$ cat src/rtl/led_zone_pkg.sv
// Shared types and default dimensions for the LED zone controller.
// Pure definitions; no logic, no latency, no flow control.
package led_zone_pkg;

    typedef enum logic [1:0] {
        CLEAR  = 2'd0,
        SET    = 2'd1,
        TOGGLE = 2'd2,
        FLASH  = 2'd3
    } op_t;

    localparam int DEF_ROWS        = 16;
    localparam int DEF_COLS        = 16;
    localparam int DEF_LANES       = 4;
    localparam int DEF_LANE_W      = 4;
    localparam int DEF_ZONES       = 3;
    localparam int DEF_ZONE_H      = 2;
    localparam int DEF_FLASH_TICKS = 8;

    // Index width that never collapses to zero bits for single-entry dimensions.
    function automatic int idx_w(input int n);
        return (n > 1) ? $clog2(n) : 1;
    endfunction

endpackage

$ cat src/rtl/led_zone_if.sv
// Event request channel into the LED zone controller.
// Combinational ready; one request per cycle, no queueing behind it.
interface led_zone_if
    import led_zone_pkg::*;
#(
    parameter int ZONES = DEF_ZONES,
    parameter int LANES = DEF_LANES
) ();

    localparam int ZW = idx_w(ZONES);
    localparam int LW = idx_w(LANES);

    logic          ev_valid;
    logic          ev_ready;
    logic [ZW-1:0] ev_zone;
    logic [LW-1:0] ev_lane;
    op_t           ev_op;

    modport master (output ev_valid, ev_zone, ev_lane, ev_op, input ev_ready);
    modport slave  (input ev_valid, ev_zone, ev_lane, ev_op, output ev_ready);

endinterface

$ cat src/rtl/led_zone_flash_timer.sv
// Per-region flash countdown: load, cancel, tick-paced decrement, expiry pulse.
// Counter updates on the edge after its inputs; expire is combinational.
// No backpressure; load/cancel win over tick, clear wins over everything.
module flash_timer
    import led_zone_pkg::*;
#(
    parameter int FLASH_TICKS = DEF_FLASH_TICKS
) (
    input  logic clk,
    input  logic reset,
    input  logic clear,
    input  logic load,
    input  logic cancel,
    input  logic tick,
    output logic active,
    output logic expire
);

    localparam int CW = $clog2(FLASH_TICKS + 1);

    logic [CW-1:0] cnt;

    assign active = (cnt != '0);
    // Expiry only when nothing else touches the region this cycle.
    assign expire = tick && (cnt == CW'(1)) && !load && !cancel && !clear;

    always_ff @(posedge clk) begin
        if (reset || clear) begin
            cnt <= '0;
        end else if (load) begin
            cnt <= CW'(FLASH_TICKS);
        end else if (cancel) begin
            cnt <= '0;
        end else if (tick && active) begin
            cnt <= cnt - CW'(1);
        end
    end

endmodule

$ cat src/rtl/led_zone_ctrl.sv
// Zone/lane pixel matrix controller with per-region flash timers.
// Event effects and expiries land on the edge after acceptance (latency 1).
// ev_ready drops only during reset or clear_all; otherwise one event per cycle.
module led_zone_ctrl
    import led_zone_pkg::*;
#(
    parameter int ROWS        = DEF_ROWS,
    parameter int COLS        = DEF_COLS,
    parameter int LANES       = DEF_LANES,
    parameter int LANE_W      = DEF_LANE_W,
    parameter int ZONES       = DEF_ZONES,
    parameter int ZONE_H      = DEF_ZONE_H,
    parameter int FLASH_TICKS = DEF_FLASH_TICKS
) (
    input  logic                        clk,
    input  logic                        reset,
    input  logic                        tick,
    input  logic                        clear_all,
    led_zone_if.slave                   ev,
    output logic [ROWS-1:0][COLS-1:0]   pixels,
    output logic [ZONES*LANES-1:0]      flashing,
    output logic                        err_sticky
);

    localparam int NREG = ZONES * LANES;

    if (LANES * LANE_W > COLS) begin : g_bad_cols
        $error("led_zone_ctrl: LANES*LANE_W exceeds COLS");
    end
    if (ZONES * ZONE_H > ROWS) begin : g_bad_rows
        $error("led_zone_ctrl: ZONES*ZONE_H exceeds ROWS");
    end
    if (FLASH_TICKS < 1 || FLASH_TICKS > 255) begin : g_bad_ticks
        $error("led_zone_ctrl: FLASH_TICKS outside 1..255");
    end

    logic            ev_fire;
    logic            in_range;
    logic [NREG-1:0] hit;
    logic [NREG-1:0] expire;

    assign ev.ev_ready = !reset && !clear_all;
    assign ev_fire     = ev.ev_valid && ev.ev_ready;
    assign in_range    = (int'(ev.ev_zone) < ZONES) && (int'(ev.ev_lane) < LANES);

    for (genvar z = 0; z < ZONES; z++) begin : g_zone
        for (genvar l = 0; l < LANES; l++) begin : g_lane
            localparam int I = z * LANES + l;

            assign hit[I] = ev_fire && in_range &&
                            (int'(ev.ev_zone) == z) && (int'(ev.ev_lane) == l);

            flash_timer #(
                .FLASH_TICKS (FLASH_TICKS)
            ) u_timer (
                .clk    (clk),
                .reset  (reset),
                .clear  (clear_all),
                .load   (hit[I] && (ev.ev_op == FLASH)),
                .cancel (hit[I] && (ev.ev_op != FLASH)),
                .tick   (tick),
                .active (flashing[I]),
                .expire (expire[I])
            );
        end
    end

    // Lane 0 sits at the high-numbered columns, hence the COLS-(l+1)*LANE_W base.
    always_ff @(posedge clk) begin
        if (reset) begin
            pixels     <= '0;
            err_sticky <= 1'b0;
        end else if (clear_all) begin
            pixels <= '0;
        end else begin
            if (ev_fire && !in_range) begin
                err_sticky <= 1'b1;
            end
            for (int z = 0; z < ZONES; z++) begin
                for (int l = 0; l < LANES; l++) begin
                    for (int r = 0; r < ZONE_H; r++) begin
                        for (int c = 0; c < LANE_W; c++) begin
                            if (hit[z*LANES+l]) begin
                                case (ev.ev_op)
                                    CLEAR:  pixels[z*ZONE_H+r][COLS-(l+1)*LANE_W+c] <= 1'b0;
                                    SET:    pixels[z*ZONE_H+r][COLS-(l+1)*LANE_W+c] <= 1'b1;
                                    TOGGLE: pixels[z*ZONE_H+r][COLS-(l+1)*LANE_W+c] <=
                                                ~pixels[z*ZONE_H+r][COLS-(l+1)*LANE_W+c];
                                    FLASH:  pixels[z*ZONE_H+r][COLS-(l+1)*LANE_W+c] <= 1'b1;
                                endcase
                            end else if (expire[z*LANES+l]) begin
                                pixels[z*ZONE_H+r][COLS-(l+1)*LANE_W+c] <= 1'b0;
                            end
                        end
                    end
                end
            end
        end
    end

endmodule

$ cat src/flat_wrapper.sv
// flat-port wrapper written by rule: the top's interface ports become plain ports
module led_zone_ctrl_flat import led_zone_pkg::*;
#(
    parameter int ROWS        = DEF_ROWS,
    parameter int COLS        = DEF_COLS,
    parameter int LANES       = DEF_LANES,
    parameter int LANE_W      = DEF_LANE_W,
    parameter int ZONES       = DEF_ZONES,
    parameter int ZONE_H      = DEF_ZONE_H,
    parameter int FLASH_TICKS = DEF_FLASH_TICKS
)
  (clk, reset, tick, clear_all, pixels, flashing, err_sticky, ev_ev_valid, ev_ev_zone, ev_ev_lane, ev_ev_op, ev_ev_ready);
  led_zone_if #(.ZONES(ZONES), .LANES(LANES)) ev_i ();
  input  logic clk;
  input  logic reset;
  input  logic tick;
  input  logic clear_all;
  output logic [ROWS-1:0][COLS-1:0] pixels;
  output logic [ZONES*LANES-1:0] flashing;
  output logic err_sticky;
  input wire logic [$bits(ev_i.ev_valid)-1:0] ev_ev_valid;
  input wire logic [$bits(ev_i.ev_zone)-1:0] ev_ev_zone;
  input wire logic [$bits(ev_i.ev_lane)-1:0] ev_ev_lane;
  input wire logic [$bits(ev_i.ev_op)-1:0] ev_ev_op;
  output wire logic [$bits(ev_i.ev_ready)-1:0] ev_ev_ready;
  assign ev_i.ev_valid = ev_ev_valid;
  assign ev_i.ev_zone = ev_ev_zone;
  assign ev_i.ev_lane = ev_ev_lane;
  assign ev_i.ev_op = ev_ev_op;
  assign ev_ev_ready = ev_i.ev_ready;
  led_zone_ctrl #(.ROWS(ROWS), .COLS(COLS), .LANES(LANES), .LANE_W(LANE_W), .ZONES(ZONES), .ZONE_H(ZONE_H), .FLASH_TICKS(FLASH_TICKS)) u_core (.clk(clk), .reset(reset), .tick(tick), .clear_all(clear_all), .ev(ev_i), .pixels(pixels), .flashing(flashing), .err_sticky(err_sticky));
endmodule
$ cat config.mk
export PLATFORM = sky130hd
export DESIGN_NAME = led_zone_ctrl_flat
export DESIGN_NICKNAME = d
export VERILOG_FILES = /design/src/rtl/led_zone_pkg.sv /design/src/rtl/led_zone_if.sv /design/src/rtl/led_zone_flash_timer.sv /design/src/rtl/led_zone_ctrl.sv /design/src/flat_wrapper.sv
export SDC_FILE = /design/constraint.sdc
export NUM_CORES = 1
export LEC_CHECK = 0
export ABC_AREA = 0
export CORE_MARGIN = 4
export CORE_UTILIZATION = 65
export DETAILED_ROUTE_END_ITERATION = 12
export DONT_BUFFER_PORTS = 1
export GPL_ROUTABILITY_DRIVEN = 0
export PLACE_DENSITY = 0.89
export RECOVER_POWER = 25
export SYNTH_ARGS = -nofsm -noshare
export SYNTH_HDL_FRONTEND = slang
export SYNTH_SLANG_ARGS = --single-unit
export TNS_END_PERCENT = 50
$ cat constraint.sdc
create_clock -name clk -period 2.5 [get_ports clk]
set_clock_uncertainty 0.05 [all_clocks]
set_input_delay 0.625 -clock clk [delete_from_list [all_inputs] [get_ports clk]]
set_output_delay 0.625 -clock clk [all_outputs]
set_load 0.03 [all_outputs]
==> results of run 1 <==
==> cell type report <==
cell class | count | area share
inverters | 72 | 0.0305
repair buffers | 24 | 0.0215
well taps | 176 | 0.0249
multi-input cells | 770 | 0.534
flip-flops and latches | 145 | 0.328
clock buffers | 21 | 0.0520
clock inverters | 9 | 0.00975
==> through the flow <==
stage	hold WS, ns	cells	setup slack, ns
global placement	0.423	1187	0.115
finish	0.222	1217	0.124
detailed placement	0.428	1187	0.0896
global route	0.202	1217	0.0448
CTS	0.211	1217	0.111
floorplan	0.410	1261	0.249
==> state kept, by name, indices dropped and copies added, names as in the netlist <==
register,count
u_core.pixels,96
u_core.err_sticky,1
u_core.g_zone.g_lane.u_timer.cnt,48
==> per-layer routing <==
metal / vias to the layer above / wire [um]
met4: 0 / 555
met2: 428 / 10800
met1: 3538 / 8510
met3: 52 / 2520
li1: 3471 / -
met5: - / 0
==> worst max-delay path: cells and delay by family, from the launching register on <==
family | cells | cell delay [ns]
fa+ha+maj | 1 | 0.22
simple gates | 1 | 0.63
flops | 1 | 0.33
buf+inv | 1 | 0.09
==> cell families (layout without fill, tap and decap cells) <==
family	Yosys count	count (layout)	share of synthesized area
AND/OR/NAND/NOR	208	208	0.149
adder cells (fa/ha/maj)	25	25	0.0345
flip-flops	145	145	0.321
multiplexers	12	12	0.0133
buffers and inverters	346	126	0.223
AO/OA/AOI/OAI	365	365	0.259
other	1	160	0.000414
==> how the worst max path moves through the flow <==
stage                                                           startpoint                                                      to
floorplan                                                        clear_all                                             ev_ev_ready
global placement                                                 clear_all  u_core.g_zone[0].g_lane[1].u_timer.cnt[3]$_SDFFE_PP0P_
detailed placement                                               clear_all  u_core.g_zone[1].g_lane[2].u_timer.cnt[3]$_SDFFE_PP0P_
CTS                 u_core.g_zone[0].g_lane[0].u_timer.cnt[0]$_SDFFE_PP0P_                                             flashing[0]
global route        u_core.g_zone[0].g_lane[0].u_timer.cnt[0]$_SDFFE_PP0P_                                             flashing[0]
finish              u_core.g_zone[0].g_lane[3].u_timer.cnt[0]$_SDFFE_PP0P_                                             flashing[3]
==> report_power, final <==
group	switching (mW)	internal, mW	total [mW]
sequential	0.0155	2.32	2.33
combinational	0.483	0.110	0.593
clock	0.986	1.41	2.39
==> cells in the final DEF, fill, tap and decap left out, drive strengths merged, types with 13 or more instances in the layout <==
| master | count |
|---|---|
| nand2 | 24 |
| nand3 | 15 |
| o21ai | 108 |
| a211oi | 32 |
| nor4b | 13 |
| nor2b | 64 |
| dfxtp | 145 |
| or4b | 14 |
| o41ai | 64 |
| a2111oi | 32 |
| ha | 25 |
| buf | 20 |
| a21oi | 100 |
| conb | 160 |
| nor2 | 14 |
| clkbuf | 25 |
| inv | 72 |
| or3b | 16 |
==> results.py, run 1 <==
metrics = {
    "grt": {
        "grt_usage": 0.263,
        "busiest_layer": "met2",
        "grt_pass1_vias": 6502,
        "grt_max_degree": 98,
        "antenna_found_initial": 0,
        "met2_usage": 0.415,
        "met1_usage": 0.340,
        "gr-total-overflow": 0,
        "grt_pass1_wl_mm": 34.9,
        "met3_usage": 0.0876,
    },
    "critical_path": {
        "worstPathCellList": "inv_1 -> ha_1 -> or3b_2",
        "critical_path_class": "reg -> out",
        "cp_slowest_cell": "or3b_2",
        "cpPeakStageDelay_ns": 0.63,
        "crit_path_max_fanout": 5,
        "cp-end-kind": "output port",
        "r2r_end": "u_core.g_zone[1].g_lane[1].u_timer.cnt[1]$_SDFFE_PP0P_",
        "r2r_start": "u_core.g_zone[1].g_lane[1].u_timer.cnt[0]$_SDFFE_PP0P_",
        "ff2ff_path_depth": 5,
        "crit_required_ns": 1.82,
        "start_kind": "register",
        "worstPathArrival_ns": 1.70,
        "regToRegSetupSlack_ns": 0.67,
    },
    "timing": {
        "grt_setup_unrepaired": "no",
        "fin_crit_sh": 0.950,
        "max_slew_margin": 0.492,
        "hold_viol": 0,
        "max_freq_mhz": 421,
        "min_period_ns": 2.38,
        "tightest_slew_ns": 0.762,
        "drv_slew": 0,
        "tns_ns": 0,
        "setup_violations": 0,
    },
    "layout": {
        "synthToLayoutAreaGrowth_pct": -2.20,
        "drive_gt1_frac": 0.0768,
        "multi_input_area_um2": 4720,
        "regArea_um2": 2900,
        "final_area_um2": 8850,
        "final.fill_count": 1150,
        "layout.nets": 1066,
        "n_antenna_cell": 0,
        "final_util": 0.658,
    },
    "cts": {
        "cts_hold_buf": 0,
        "htree_levels": 4,
        "cts.sinks": 145,
        "insertion_delay_ns": 0.42,
        "tritoncts": "yes",
        "cts_buffers": 17,
        "cts.clk_slew.worst_paths_ns": 0.06,
        "cts_resized": 0,
        "max-clock-path-buffers": 2,
        "cts-root-buf": "clkbuf_16",
        "cts_setup_buffers": 0,
    },
    "logic_synthesis": {
        "yosysWarnings": 0,
        "synth_top_cell_by_area": "dfxtp_1",
        "synth_area_um2": 9050,
        "synth-edff-count": 0,
        "synth_top_cells_by_area": "dfxtp_1 (32%), buf_4 (14%), o41ai_1 (6.2%), a21oi_1 (5.5%), o21ai_0 (5.3%)",
        "async_flop_share": 0,
        "synth_ff_type": "dfxtp_1",
        "ys_top_cells_by_count": "buf_4 (172), dfxtp_1 (145), a21oi_1 (100)",
        "ys_seq_area_frac": 0.321,
        "synth_most_common_cell": "buf_4",
        "synth_cells": 1102,
        "netlist.area_leader.share": 0.321,
        "avgSynthCellArea_um2": 8.22,
        "synth.distinct_cells": 40,
        "ys_ff_latch": 145,
    },
    "route": {
        "first_pass_iters": 5,
        "ant_nets": 0,
        "wl_per_cell_um": 18.4,
        "wl_mm": 22.4,
        "drt_first_iter_violations": 988,
        "dr_total_vias": 7489,
        "viasPerCell": 6.15,
        "route.detailed.drc": 0,
    },
    "job": {
        "maxCapViolCount": 0,
    },
    "placed_design": {
        "hpwl_mm": 14.6,
        "dpl_cell_area_um2": 8320,
        "io_buffers": 0,
    },
    "pwr": {
        "vdd_drop_max_v": 0.000484,
        "total_power_mw": 5.32,
        "power_density_nw_per_um2": 601,
        "leakagePower_nw": 3.11,
    },
    "min_path": {
        "hp-class": "in -> reg",
        "whs_path_depth": 1,
        "holdCritStartpoint": "reset",
        "min_to": "u_core.err_sticky$_SDFFE_PP0P_",
    },
    "floorplanning": {
        "die_y_um": 126,
        "die_x_um": 126,
        "rows": 42,
        "core-area_um2": 13500,
        "initial_utilization": 0.673,
        "ioPinCount": 281,
        "dieArea_um2": 15900,
    },
    "outcome": {
        "status": "finished, final reports clean",
    },
}
Power figures use the tool's default switching activity.
==> run 2: changes to the inputs <==
Settings changed: CORE_ASPECT_RATIO from default to 1.1, CTS_CLUSTER_SIZE from default to 12.
==> run 2 against run 1 <==
Setup slack got worse by 0.035 ns. Critical endpoint is now flashing[6]. Final area up 1.1%. Cell count up 0.74%. Global-route usage is essentially flat. Die area barely moved. Fmax is 1.4% lower. Largest power group unchanged. Utilization increased by 0.81 points. Sequential power barely moved. First-iteration DRC count fell by 26%. Critical path depth is the same. Clock power rose by 13%. Sequential share of layout area is 0.35 points lower.
==> results.py, run 2 (synthesized netlist as in run 1, its figures left out) <==
metrics = {
    "timing": {
        "max_freq_mhz": 415,
        "grt_setup_unrepaired": "no",
        "timing.hold.ws_ns": 0.222,
        "drv_slew": 0,
        "min_period_ns": 2.41,
        "max_slew_margin": 0.606,
        "setup_ws_ns": 0.0890,
        "hold_viol": 0,
        "setup_violations": 0,
        "tns_ns": 0,
        "tightest_slew_ns": 0.577,
        "fin_crit_sh": 0.964,
    },
    "cts": {
        "cts-root-buf": "clkbuf_16",
        "htree_levels": 4,
        "cts.sinks": 145,
        "tritoncts": "yes",
        "cts.clk_slew.worst_paths_ns": 0.06,
        "max-clock-path-buffers": 2,
        "cts_setup_buffers": 0,
        "cts_buffers": 17,
        "cts_hold_buf": 0,
        "cts_resized": 0,
        "insertion_delay_ns": 0.42,
    },
    "critical_path": {
        "crit_family": "simple AND/OR/NAND/NOR gates",
        "path_buf_inv": 1,
        "critical_path_class": "reg -> out",
        "crit_required_ns": 1.82,
        "cp-end-kind": "output port",
        "start_kind": "register",
        "worstPathArrival_ns": 1.74,
        "crit_path_max_fanout": 5,
        "cp_slowest_cell": "or3b_2",
        "cpPeakStageDelay_ns": 0.63,
        "worstPathCellList": "inv_1 -> ha_1 -> or3b_2",
    },
    "grt": {
        "busiest_layer": "met2",
        "met2_usage": 0.456,
        "grt_max_degree": 98,
        "met1_usage": 0.300,
        "grt_pass1_vias": 6760,
        "grt_pass1_wl_mm": 35.2,
        "antenna_found_initial": 0,
        "met3_usage": 0.0863,
        "gr-total-overflow": 0,
        "grt_usage": 0.264,
    },
    "layout": {
        "final.fill_count": 1093,
        "multi_input_area_um2": 4720,
        "final_util": 0.666,
        "reg_top3": "u_core.pixels x96, u_core.g_zone.g_lane.u_timer.cnt x48, u_core.err_sticky x1",
        "regMostFlops": "u_core.pixels",
        "final_area_um2": 8950,
        "layout.nets": 1064,
        "final_cells": 1226,
        "final_common_cell": "conb_1",
        "layout_common_cells": "conb_1 (160), dfxtp_1 (145), a21oi_1 (100), o21ai_0 (95), inv_1 (72)",
        "largest_reg_flops": 96,
        "regArea_um2": 2900,
        "synthToLayoutAreaGrowth_pct": -1.15,
        "drive_gt1_frac": 0.0788,
    },
    "outcome": {
        "status": "finished, final reports clean",
    },
    "pwr": {
        "seq_power_share": 0.415,
        "power_frac_comb": 0.105,
        "total_power_mw": 5.62,
        "internal-power_mw": 4.14,
        "clock_power_share": 0.480,
        "vdd_drop_max_v": 0.000496,
        "power_density_nw_per_um2": 628,
        "swShare": 0.264,
        "p_switching_mw": 1.49,
        "leakagePower_nw": 3.16,
    },
    "route": {
        "first_pass_iters": 6,
        "wl_mm": 22.4,
        "dr_total_vias": 7483,
        "viasPerCell": 6.10,
        "route.detailed.drc": 0,
        "wl_per_cell_um": 18.3,
        "drt_first_iter_violations": 733,
        "ant_nets": 0,
    },
    "floorplanning": {
        "rows": 44,
        "dieArea_um2": 15900,
        "ioPinCount": 281,
        "initial_utilization": 0.674,
        "die_y_um": 132,
        "die_x_um": 121,
        "core-area_um2": 13400,
    },
    "placed_design": {
        "dp_cells": 1193,
        "dpl_cell_area_um2": 8340,
        "io_buffers": 0,
        "hpwl_mm": 14.3,
        "dp_slack_ns": 0.107,
    },
    "job": {
        "maxCapViolCount": 0,
    },
    "min_path": {
        "hp-class": "in -> reg",
    },
}
run 2: cell types whose count changed in the layout (fill, tap and decap cells not counted), sizes merged:
cell	change
clkinvlp	-1
bufinv	+2
inv	+2
buf	-1
clkbuf	+3
clkinv	-5
diode	+1
run 2: routing by layer:
layer | up-vias | part of all wire
met4 | 0 | 0.022
li1 | 3478 | -
met2 | 390 | 0.52
met3 | 51 | 0.096
met1 | 3564 | 0.37
met5 | - | 0
run 2: final timing paths:
check                                                                            start                                                     end  slack (ns)  depth (start not counted)
worst max register to register  u_core.g_zone[1].g_lane[1].u_timer.cnt[0]$_SDFFE_PP0P_  u_core.g_zone[1].g_lane[1].u_timer.cnt[1]$_SDFFE_PP0P_        0.68                          5
worst min-delay path                                                             reset                          u_core.err_sticky$_SDFFE_PP0P_        0.22                          1
worst max-delay path            u_core.g_zone[1].g_lane[2].u_timer.cnt[0]$_SDFFE_PP0P_                                             flashing[6]        0.09                          3
worst min register to register  u_core.g_zone[1].g_lane[3].u_timer.cnt[2]$_SDFFE_PP0P_  u_core.g_zone[1].g_lane[3].u_timer.cnt[2]$_SDFFE_PP0P_        0.45                          2
run 2: power groups by stage:
stage / Clock, mW / Sequential [mW] / Combinational [mW]
4_1_cts: 2.71 / 2.33 / 0.581
3_3_place_gp: 0 / 2.38 / 0.573
5_1_grt: 2.82 / 2.33 / 0.626
2_1_floorplan: 0 / 2.38 / 0.775
3_5_place_dp: 0 / 2.38 / 0.577
6_report: 2.70 / 2.33 / 0.591
run 2: cell type report:
type,instances,share of cell area
sequential,145,0.324
clock buffer,25,0.0565
tap,184,0.0257
multi-input combinational,770,0.528
antenna,1,0.000280
clock inverter,7,0.0134
timing repair buffer,22,0.0217
inverter,72,0.0302
run 2: worst reg2reg max path, delay by kind of cell (launching register included):
kind	cells	cell delay, ns
buffers and inverters	1	0.10
and+or+nand+nor	3	1.05
adders and majority gates	1	0.21
DFF	1	0.33
==> run 3: changes to the inputs <==
Settings changed: CORE_MARGIN 4 to 5, CORE_UTILIZATION 65 to 35, PLACE_DENSITY 0.89 to 0.57.
==> run 3 against run 2 <==
Fmax grew 0.64%. Die area rose by 84%. Power decreased by 0.11%. Sequential cell count unchanged. Setup slack gained 0.015 ns. Utilization down 30 points. Global-route usage is 11 points lower. Register-to-register slack better by 0.04 ns.
==> results.py, run 3 (synthesized netlist as in run 1, its figures left out) <==
metrics = {
    "critical_path": {
        "critical_path_class": "reg -> out",
        "r2r_end": "u_core.g_zone[0].g_lane[2].u_timer.cnt[1]$_SDFFE_PP0P_",
        "crit_path_max_fanout": 5,
        "ff2ff_path_depth": 5,
        "start_kind": "register",
        "r2r_start": "u_core.g_zone[0].g_lane[2].u_timer.cnt[0]$_SDFFE_PP0P_",
        "cp-end-kind": "output port",
        "regToRegSetupSlack_ns": 0.72,
        "worstPathArrival_ns": 1.72,
        "crit_required_ns": 1.82,
    },
    "route": {
        "first_pass_iters": 4,
        "viasPerCell": 5.13,
        "route.detailed.drc": 0,
        "drt_first_iter_violations": 623,
        "ant_nets": 0,
        "wl_per_cell_um": 17.1,
        "wl_mm": 23.9,
        "dr_total_vias": 7175,
    },
    "layout": {
        "layout_common_cells": "conb_1 (160), dfxtp_1 (145), a21oi_1 (100), o21ai_0 (95), inv_1 (72)",
        "final_area_um2": 9230,
        "largest_reg_flops": 96,
        "layout.nets": 1077,
        "final_util": 0.363,
        "final_common_cell": "conb_1",
        "drive_gt1_frac": 0.0911,
        "final_cells": 1400,
        "synthToLayoutAreaGrowth_pct": 1.91,
        "reg_top3": "u_core.pixels x96, u_core.g_zone.g_lane.u_timer.cnt x48, u_core.err_sticky x1",
        "n_antenna_cell": 0,
        "regMostFlops": "u_core.pixels",
    },
    "grt": {
        "met2_usage": 0.240,
        "antenna_found_initial": 0,
        "grt_usage": 0.153,
        "grt_pass1_vias": 6425,
        "grt_pass1_wl_mm": 36.3,
        "grt_max_degree": 98,
        "met1_usage": 0.194,
        "gr-total-overflow": 0,
        "met3_usage": 0.0655,
        "busiest_layer": "met2",
    },
    "min_path": {
        "min_to": "u_core.err_sticky$_SDFFE_PP0P_",
        "hp-class": "in -> reg",
        "whs_path_depth": 1,
        "holdCritStartpoint": "reset",
    },
    "pwr": {
        "vdd_drop_max_v": 0.000389,
        "power_density_nw_per_um2": 609,
        "total_power_mw": 5.62,
        "leakagePower_nw": 3.21,
    },
    "placed_design": {
        "dp_cells": 1368,
        "dp_slack_ns": 0.121,
        "io_buffers": 0,
        "dpl_cell_area_um2": 8620,
        "hpwl_mm": 16.1,
    },
    "floorplanning": {
        "rows": 61,
        "ioPinCount": 281,
        "die_x_um": 163,
        "core-area_um2": 25400,
        "die_y_um": 179,
        "initial_utilization": 0.356,
        "dieArea_um2": 29200,
    },
    "timing": {
        "tns_ns": 0,
        "fin_crit_sh": 0.958,
        "min_period_ns": 2.40,
        "setup_violations": 0,
        "max_slew_margin": 0.363,
        "grt_setup_unrepaired": "no",
        "tightest_slew_ns": 0.954,
        "max_freq_mhz": 417,
        "setup_ws_ns": 0.104,
        "hold_viol": 0,
        "timing.hold.ws_ns": 0.208,
        "drv_slew": 0,
    },
    "job": {
        "maxCapViolCount": 0,
    },
    "cts": {
        "cts.clk_slew.worst_paths_ns": 0.07,
        "cts-root-buf": "clkbuf_16",
        "max-clock-path-buffers": 2,
        "cts_resized": 0,
        "tritoncts": "yes",
        "cts_setup_buffers": 0,
        "insertion_delay_ns": 0.43,
        "cts_buffers": 17,
        "htree_levels": 4,
        "cts.sinks": 145,
        "cts_hold_buf": 0,
    },
    "outcome": {
        "status": "finished, final reports clean",
    },
}
run 3: cell count changes in the layout (fill, tap and decap cells not counted):
cell,before,now
buf_12,3,2
clkbuf_8,5,0
clkbuf_1,4,2
or2_0,6,7
buf_4,16,32
diode_2,1,0
clkbuf_2,2,0
inv_8,0,2
clkinv_2,1,2
inv_6,2,1
clkinv_4,0,5
or2_2,5,4
run 3: cell type report:
type | instances | area [um2]
timing repair buffer | 35 | 284
clock buffer | 18 | 429
fill | 2618 | 16200
tap | 346 | 433
clock inverter | 14 | 183
sequential | 145 | 2900
multi-input combinational | 770 | 4720
inverter | 72 | 270
run 3: power by group:
part | internal [mW] | switching [mW] | total [mW]
clock network | 1.59 | 1.09 | 2.68
logic | 0.116 | 0.485 | 0.601
registers | 2.32 | 0.0154 | 2.33
run 3: worst max-delay path, stage by stage, from the launching register on:
cell	delay, ns
dfxtp_1	0.33
inv_1	0.10
ha_1	0.22
or3b_2	0.64
run 3: worst max path at each step:
stage	startpoint	to	slack, ns	cells after the start
2_1_floorplan	clear_all	ev_ev_ready	0.25	5
3_3_place_gp	clear_all	u_core.pixels[37]$_SDFFE_PP0P_	0.10	5
3_5_place_dp	clear_all	u_core.g_zone[1].g_lane[1].u_timer.cnt[3]$_SDFFE_PP0P_	0.12	4
4_1_cts	u_core.g_zone[1].g_lane[0].u_timer.cnt[0]$_SDFFE_PP0P_	flashing[4]	0.09	3
5_1_grt	u_core.g_zone[2].g_lane[0].u_timer.cnt[0]$_SDFFE_PP0P_	flashing[8]	0.002	3
6_report	u_core.g_zone[1].g_lane[0].u_timer.cnt[0]$_SDFFE_PP0P_	flashing[4]	0.10	3
run 3: per-layer routing:
| metal | vias to the layer above | part of all wire |
|---|---|---|
| li1 | 3494 | - |
| met1 | 3422 | 0.42 |
| met2 | 236 | 0.47 |
| met3 | 23 | 0.10 |
| met4 | 0 | 0.012 |
| met5 | - | 0 |
